==> config.mk <==
export PLATFORM = sky130hd
export DESIGN_NAME = ts_frame_aligner_flat
export DESIGN_NICKNAME = d
export VERILOG_FILES = /design/src/rtl/ts_frame_aligner_if.sv /design/src/rtl/ts_frame_aligner.sv /design/src/flat_wrapper.sv
export SDC_FILE = /design/constraint.sdc
export NUM_CORES = 1
export LEC_CHECK = 0
export BUFFER_PORTS_ARGS = -buffer_cell sky130_fd_sc_hd__buf_4
export CAP_MARGIN = 0
export CORE_MARGIN = 2
export CORE_UTILIZATION = 35
export CTS_BUF_LIST = sky130_fd_sc_hd__clkbuf_8
export DETAILED_ROUTE_END_ITERATION = 10
export GPL_TIMING_DRIVEN = 0
export PLACE_DENSITY_LB_ADDON = 0.2
export SYNTH_ARGS = -nofsm -noshare
export SYNTH_HDL_FRONTEND = slang
export SYNTH_SLANG_ARGS = --single-unit
==> constraint.sdc <==
create_clock -name rx_clk -period 9.6 [get_ports rx_clk]
set_input_delay 1.44 -clock rx_clk [delete_from_list [all_inputs] [get_ports rx_clk]]
set_output_delay 1.44 -clock rx_clk [all_outputs]
set_load 0.01 [all_outputs]
==> src/rtl/ts_frame_aligner_if.sv <==
// Link-side word stream and frame-recovery outputs of one trigger-scintillator link.
// master: receiver/monitor side (drives rx_*), slave: the frame aligner.
interface ts_frame_aligner_if;
    logic [15:0] rx_d;
    logic [1:0]  rx_k;
    logic        rx_err;
    logic [15:0] out_d;
    logic        out_valid;
    logic        out_sof;
    logic        out_eof;
    logic [7:0]  out_bx;
    logic        frame_good;
    logic        frame_bad;
    logic        aligned;
    logic [31:0] good_count;
    logic [31:0] bad_count;

    modport master (
        output rx_d, rx_k, rx_err,
        input  out_d, out_valid, out_sof, out_eof, out_bx,
        input  frame_good, frame_bad, aligned, good_count, bad_count
    );

    modport slave (
        input  rx_d, rx_k, rx_err,
        output out_d, out_valid, out_sof, out_eof, out_bx,
        output frame_good, frame_bad, aligned, good_count, bad_count
    );
endinterface

==> src/rtl/ts_frame_aligner.sv <==
// Frame recovery for one trigger-scintillator link: comma hunt, data forwarding, frame verdict,
// lock flag and saturating frame counters. Define TS_FRAME_CSUM_EN to enforce the frame checksum.
module ts_frame_aligner #(
    parameter int NDATA     = 6,
    parameter int LOCK_GOOD = 4
) (
    input  logic                 rx_clk,
    input  logic                 reset,
    ts_frame_aligner_if.slave    link
);

    typedef enum logic [1:0] {
        ST_HUNT = 2'd0,
        ST_DATA = 2'd1,
        ST_CSUM = 2'd2
    } state_t;

    state_t      state_q, state_d;
    logic [7:0]  cnt_q, cnt_d;
    logic [7:0]  bx_q, bx_d;
    logic [15:0] od_q, od_d;
    logic        valid_q, valid_d;
    logic        sof_q, sof_d;
    logic        eof_q, eof_d;
    logic        good_q, good_d;
    logic        bad_q, bad_d;
    logic [3:0]  cons_q, cons_d;
    logic        al_q, al_d;
    logic [31:0] gc_q, gc_d;
    logic [31:0] bc_q, bc_d;
`ifdef TS_FRAME_CSUM_EN
    logic [15:0] sum_q, sum_d;
`endif

    logic is_hdr_s;
    logic data_ok_s;
    logic csum_ok_s;
    logic start_s;
    logic good_s;
    logic bad_s;
    logic [3:0] cons_inc_s;

    assign is_hdr_s  = (link.rx_k == 2'b01) && (link.rx_d[7:0] == 8'hBC) && !link.rx_err;
    assign data_ok_s = (link.rx_k == 2'b00) && !link.rx_err;
`ifdef TS_FRAME_CSUM_EN
    assign csum_ok_s = (link.rx_d == sum_q);
`else
    assign csum_ok_s = 1'b1;
`endif

    // Next-state: framing FSM, data path and verdict, then lock/counter update from the verdict.
    always_comb begin
        state_d    = state_q;
        cnt_d      = cnt_q;
        bx_d       = bx_q;
        od_d       = od_q;
        valid_d    = 1'b0;
        sof_d      = 1'b0;
        eof_d      = 1'b0;
        start_s    = 1'b0;
        good_s     = 1'b0;
        bad_s      = 1'b0;
`ifdef TS_FRAME_CSUM_EN
        sum_d      = sum_q;
`endif
        case (state_q)
            ST_HUNT: begin
                if (is_hdr_s) begin
                    start_s = 1'b1;
                end else begin
                    start_s = 1'b0;
                end
            end
            ST_DATA: begin
                if (is_hdr_s) begin
                    bad_s   = 1'b1;
                    start_s = 1'b1;
                end else if (data_ok_s) begin
                    od_d    = link.rx_d;
                    valid_d = 1'b1;
                    sof_d   = (cnt_q == 8'd0);
                    eof_d   = (cnt_q == 8'(NDATA - 1));
                    cnt_d   = cnt_q + 8'd1;
`ifdef TS_FRAME_CSUM_EN
                    sum_d   = sum_q + link.rx_d;
`endif
                    if (cnt_q == 8'(NDATA - 1)) begin
                        state_d = ST_CSUM;
                    end else begin
                        state_d = ST_DATA;
                    end
                end else begin
                    bad_s   = 1'b1;
                    state_d = ST_HUNT;
                end
            end
            ST_CSUM: begin
                if (is_hdr_s) begin
                    bad_s   = 1'b1;
                    start_s = 1'b1;
                end else if (data_ok_s) begin
                    good_s  = csum_ok_s;
                    bad_s   = !csum_ok_s;
                    state_d = ST_HUNT;
                end else begin
                    bad_s   = 1'b1;
                    state_d = ST_HUNT;
                end
            end
            default: begin
                state_d = ST_HUNT;
            end
        endcase

        // A header always opens a fresh frame, even when it also closes a broken one.
        if (start_s) begin
            bx_d    = link.rx_d[15:8];
            cnt_d   = 8'd0;
            state_d = ST_DATA;
`ifdef TS_FRAME_CSUM_EN
            sum_d   = link.rx_d;
`endif
        end else begin
            bx_d = bx_d;
        end

        good_d     = good_s;
        bad_d      = bad_s;
        cons_inc_s = (cons_q >= 4'(LOCK_GOOD)) ? 4'(LOCK_GOOD) : (cons_q + 4'd1);
        if (good_s) begin
            cons_d = cons_inc_s;
            al_d   = al_q | (cons_inc_s == 4'(LOCK_GOOD));
            gc_d   = (gc_q == 32'hFFFF_FFFF) ? gc_q : (gc_q + 32'd1);
            bc_d   = bc_q;
        end else if (bad_s) begin
            cons_d = 4'd0;
            al_d   = 1'b0;
            gc_d   = gc_q;
            bc_d   = (bc_q == 32'hFFFF_FFFF) ? bc_q : (bc_q + 32'd1);
        end else begin
            cons_d = cons_q;
            al_d   = al_q;
            gc_d   = gc_q;
            bc_d   = bc_q;
        end
    end

    // State and output registers; reset clears everything immediately, mid-frame included.
    always_ff @(posedge rx_clk or posedge reset) begin
        if (reset) begin
            state_q <= ST_HUNT;
            cnt_q   <= 8'd0;
            bx_q    <= 8'd0;
            od_q    <= 16'd0;
            valid_q <= 1'b0;
            sof_q   <= 1'b0;
            eof_q   <= 1'b0;
            good_q  <= 1'b0;
            bad_q   <= 1'b0;
            cons_q  <= 4'd0;
            al_q    <= 1'b0;
            gc_q    <= 32'd0;
            bc_q    <= 32'd0;
`ifdef TS_FRAME_CSUM_EN
            sum_q   <= 16'd0;
`endif
        end else begin
            state_q <= state_d;
            cnt_q   <= cnt_d;
            bx_q    <= bx_d;
            od_q    <= od_d;
            valid_q <= valid_d;
            sof_q   <= sof_d;
            eof_q   <= eof_d;
            good_q  <= good_d;
            bad_q   <= bad_d;
            cons_q  <= cons_d;
            al_q    <= al_d;
            gc_q    <= gc_d;
            bc_q    <= bc_d;
`ifdef TS_FRAME_CSUM_EN
            sum_q   <= sum_d;
`endif
        end
    end

    assign link.out_d      = od_q;
    assign link.out_valid  = valid_q;
    assign link.out_sof    = sof_q;
    assign link.out_eof    = eof_q;
    assign link.out_bx     = bx_q;
    assign link.frame_good = good_q;
    assign link.frame_bad  = bad_q;
    assign link.aligned    = al_q;
    assign link.good_count = gc_q;
    assign link.bad_count  = bc_q;

endmodule

==> src/flat_wrapper.sv <==
// flat-port wrapper written by rule: the top's interface ports become plain ports
module ts_frame_aligner_flat 
#(
    parameter int NDATA     = 6,
    parameter int LOCK_GOOD = 4
)
  (rx_clk, reset, link_rx_d, link_rx_k, link_rx_err, link_out_d, link_out_valid, link_out_sof, link_out_eof, link_out_bx, link_frame_good, link_frame_bad, link_aligned, link_good_count, link_bad_count);
  ts_frame_aligner_if link_i ();
  input  logic rx_clk;
  input  logic reset;
  input wire logic [$bits(link_i.rx_d)-1:0] link_rx_d;
  input wire logic [$bits(link_i.rx_k)-1:0] link_rx_k;
  input wire logic [$bits(link_i.rx_err)-1:0] link_rx_err;
  output wire logic [$bits(link_i.out_d)-1:0] link_out_d;
  output wire logic [$bits(link_i.out_valid)-1:0] link_out_valid;
  output wire logic [$bits(link_i.out_sof)-1:0] link_out_sof;
  output wire logic [$bits(link_i.out_eof)-1:0] link_out_eof;
  output wire logic [$bits(link_i.out_bx)-1:0] link_out_bx;
  output wire logic [$bits(link_i.frame_good)-1:0] link_frame_good;
  output wire logic [$bits(link_i.frame_bad)-1:0] link_frame_bad;
  output wire logic [$bits(link_i.aligned)-1:0] link_aligned;
  output wire logic [$bits(link_i.good_count)-1:0] link_good_count;
  output wire logic [$bits(link_i.bad_count)-1:0] link_bad_count;
  assign link_i.rx_d = link_rx_d;
  assign link_i.rx_k = link_rx_k;
  assign link_i.rx_err = link_rx_err;
  assign link_out_d = link_i.out_d;
  assign link_out_valid = link_i.out_valid;
  assign link_out_sof = link_i.out_sof;
  assign link_out_eof = link_i.out_eof;
  assign link_out_bx = link_i.out_bx;
  assign link_frame_good = link_i.frame_good;
  assign link_frame_bad = link_i.frame_bad;
  assign link_aligned = link_i.aligned;
  assign link_good_count = link_i.good_count;
  assign link_bad_count = link_i.bad_count;
  ts_frame_aligner #(.NDATA(NDATA), .LOCK_GOOD(LOCK_GOOD)) u_core (.rx_clk(rx_clk), .reset(reset), .link(link_i));
endmodule
==> flow_metrics.tcl <==
set metrics [dict create \
    status "complete, no violations" \
    num_io_pins 115 \
    place.detailed.hpwl_mm 8.57 \
    antenna_found_initial 0 \
    hold_viol_final 0 \
    synth.yosys.seq_area_share_pct 54.0 \
    finalCriticalPeriod_ps 3350 \
    htreeDepth 3 \
    slew_violations 0 \
    mappedNetlistArea_mm2 0.00501 \
    die-area_mm2 0.0153 \
    finalWorstSetupSlack_ps 6250 \
    maxSlewHeadroom_pct 49.0 \
    synth.mux.area_fraction_pct 2.45 \
    number_of_inserted_diodes 0 \
    synth_xor_area_share_pct 11.5 \
    most_frequent_cells_in_the_layout "sky130_fd_sc_hd__buf_4, sky130_fd_sc_hd__dfrtp_1, sky130_fd_sc_hd__nand2_1" \
    clk_latency_ps 380 \
    drt_iter0_drc 201 \
    ys_types 46 \
    finalClockSkew_ps 11.1 \
    grt_pass1_wl_mm 19.4 \
    synth_largest_area_cell "sky130_fd_sc_hd__dfrtp_1" \
    dominant_synthesized_flop_cell "sky130_fd_sc_hd__dfrtp_1" \
    critical_path.most_common_cell "sky130_fd_sc_hd__buf_4" \
    core_area_mm2 0.0139 \
    seq_cells_post_synth 108 \
    drt_pre_antenna_iters 4 \
    design.final.nets 630 \
    synth_compound_area_share_pct 3.25 \
    vias 3943 \
    fp.dieH_um 124 \
    cellPowerDensity_mw_per_mm2 131 \
    port-buffer-count 114 \
    route.final.wire_length_mm 11.7 \
    timing.critical_path.fanout_max 10 \
    placement_rows 43 \
    first_global_vias 3920 \
    ctsLongestPathBuffers 2 \
    aggregate_negative_setup_slack_ps 0 \
    maxClockFrequency_ghz 0.299 \
    synth_top_cells_by_area "sky130_fd_sc_hd__dfrtp_1, sky130_fd_sc_hd__xor2_1, sky130_fd_sc_hd__nand2_1, sky130_fd_sc_hd__xnor2_1, sky130_fd_sc_hd__nand3_1" \
    mapped_avg_cell_area_um2 10.6 \
    rsz0062_at_grt "false" \
    areaGrowthSynthToFinish_pct 26.6 \
    power_leakage_uw 0.00324 \
    crit_chain "buf_4 > or4b_1 > or4_1 > nor2_2 > buf_4 > mux2_2" \
    yosys_warnings 0 \
    synthSimpleGateAreaFrac_pct 24.5 \
    clk_transition_reported_paths_ps 100 \
    detail_route.vias_per_cell 5.03 \
    syn_nets 504 \
    cts-hold-fix-buffers 0 \
    worst_setup_path_start_kind "primary input" \
    ant_nets 0 \
    synth-edff-count 0 \
    start_util_pct 35.9 \
    critical_path.slowest_cell "sky130_fd_sc_hd__or4_1" \
    post-place-ws_ps 5800 \
    grt_start_max_net_pins 61 \
    min_path_type "flip-flop to flip-flop" \
    proportion_of_netlist_area_held_by_the_largest_area_contributor_pct 54.0 \
    worstMarginPinSlew_ps 758 \
    cts_setup_buffers 0 \
    critPathCaptureType "flip-flop" \
    synth_fa_ha_area_share_pct 2.50 \
    cts.repair.resized 0 \
    global_route.usage.total_pct 16.2 \
    fraction_of_final_layout_cells_with_drive_strength_greater_than_1_pct 25.8 \
    synth_top_family_by_area "simple AND/OR/NAND/NOR gates" \
    setup-violations-final 0 \
    worst-endpoint-arrival_ps 3620 \
    worst_ir_drop_vdd_uv 86.5 \
    root_buffer "sky130_fd_sc_hd__clkbuf_8" \
    synthArstFlopShare_pct 100 \
    clock_sink_count 108 \
    critical_path_required_ps 9880 \
    chipWidth_um 124 \
    layout.cells.most_common "sky130_fd_sc_hd__buf_4" \
    period_share_pct 34.9 \
    timing_worst_setup_path_type "primary input to flip-flop" \
    drc_errors 0 \
    n_fill_cell 1317 \
    tritoncts "yes" \
    finalWeightedCongestion 0.825 \
    wl_per_cell_um 15.0 \
    timing.max_cap.violations 0 \
    cts_inserted_buffers 9 \
    critical-path-max-stage-delay_ps 540 \
    synth_cells 473 \
    grt-ovfl-total 0 \
]
metal layers:
metal / GRT usage, % / part of all wire (%) / up-vias
met1: 21.7 / 46 / 1912
met2: 24.1 / 45 / 109
met3: 6.68 / 7.6 / 12
li1: - / - / 1910
met4: 4.90 / 1.4 / 0
met5: 0 / 0 / -
power by group:
| group | internal, uW | leakage [uW] | total (uW) | switching (uW) |
|---|---|---|---|---|
| combinational | 24.1 | 0.00166 | 51.8 | 27.7 |
| clock | 149 | 0.000112 | 306 | 157 |
| sequential | 464 | 0.00147 | 474 | 9.98 |
critical path: cells and delay by family:
family        cells  cell delay [ps]
mux               1              340
buf+inv           2              380
simple gates      3             1450
cells by family (layout without fill, tap and decap cells):
logic type,Yosys count,count (layout)
compound gates,17,17
simple gates,239,239
xor+xnor,66,66
fa+ha+maj,10,10
buf+inv,22,153
flops,108,108
mux,11,11
layout make-up:
| cell class | instances | area, um^2 | share of cell area [%] |
|---|---|---|---|
| sequential | 108 | 2700 | 42.6 |
| multi-input combinational | 343 | 2210 | 34.9 |
| timing repair buffer | 115 | 883 | 13.9 |
| tap | 180 | 225 | 3.55 |
| clock buffer | 13 | 179 | 2.82 |
| inverter | 12 | 47.5 | 0.750 |
| buffer | 10 | 45.0 | 0.710 |
| clock inverter | 3 | 42.5 | 0.671 |
cells in the mapped netlist, drive strengths merged (2+ instances only):
cell type,n
dfrtp,108
nand2,85
xor2,38
nand3,30
xnor2,28
nor2,26
nand4,21
nor3,21
and3,15
inv,12
nor4,11
ha,10
mux2,10
or3,8
and4,6
clkbuf,6
or4,6
buf,4
o21ai,4
nand4b,3
o31ai,3
a311oi,2
o41ai,2
or4b,2
through the flow:
step                      instances  area (um^2)  power (uW)  util, %  hold WS, ps
after global routing            784         6340         871     45.5          519
after CTS                       784         6340         847     45.5          488
after detailed placement        768         6120         536     43.9          464
after floorplan                 473         5010         505        -          468
after global placement          767         6090         533     43.7          460
final                           784         6340         832     45.5          484
sequential cells by signal, indices dropped and copies added, names as in the netlist:
name,flops
u_core.link.out_d,16
u_core.cnt_q,8
u_core.link.frame_bad,1
u_core.link.bad_count,32
u_core.link.out_bx,8
u_core.link.frame_good,1
u_core.cons_q,4
u_core.link.aligned,1
u_core.link.out_valid,1
u_core.link.good_count,32
u_core.link.out_sof,1
u_core.link.out_eof,1
u_core.state_q,2
path summary, 6_finish.rpt:
path | start | endpoint | slack [ps] | depth (start not counted)
min reg2reg | u_core.link.out_d[7]$_DFFE_PP0P_ | u_core.link.out_d[7]$_DFFE_PP0P_ | 480 | 2
min in group asynchronous | reset | u_core.link.out_d[6]$_DFFE_PP0P_ | 1150 | 2
min | u_core.link.out_d[7]$_DFFE_PP0P_ | u_core.link.out_d[7]$_DFFE_PP0P_ | 480 | 2
max in group asynchronous | reset | u_core.link.bad_count[7]$_DFFE_PP0P_ | 7750 | 3
max reg2reg | u_core.link.good_count[1]$_DFFE_PP0P_ | u_core.link.good_count[25]$_DFFE_PP0P_ | 6960 | 7
max | link_rx_d[0] | u_core.link.out_bx[5]$_DFFE_PP0P_ | 6250 | 6
No activity file was read; power rests on OpenSTA's default activity.
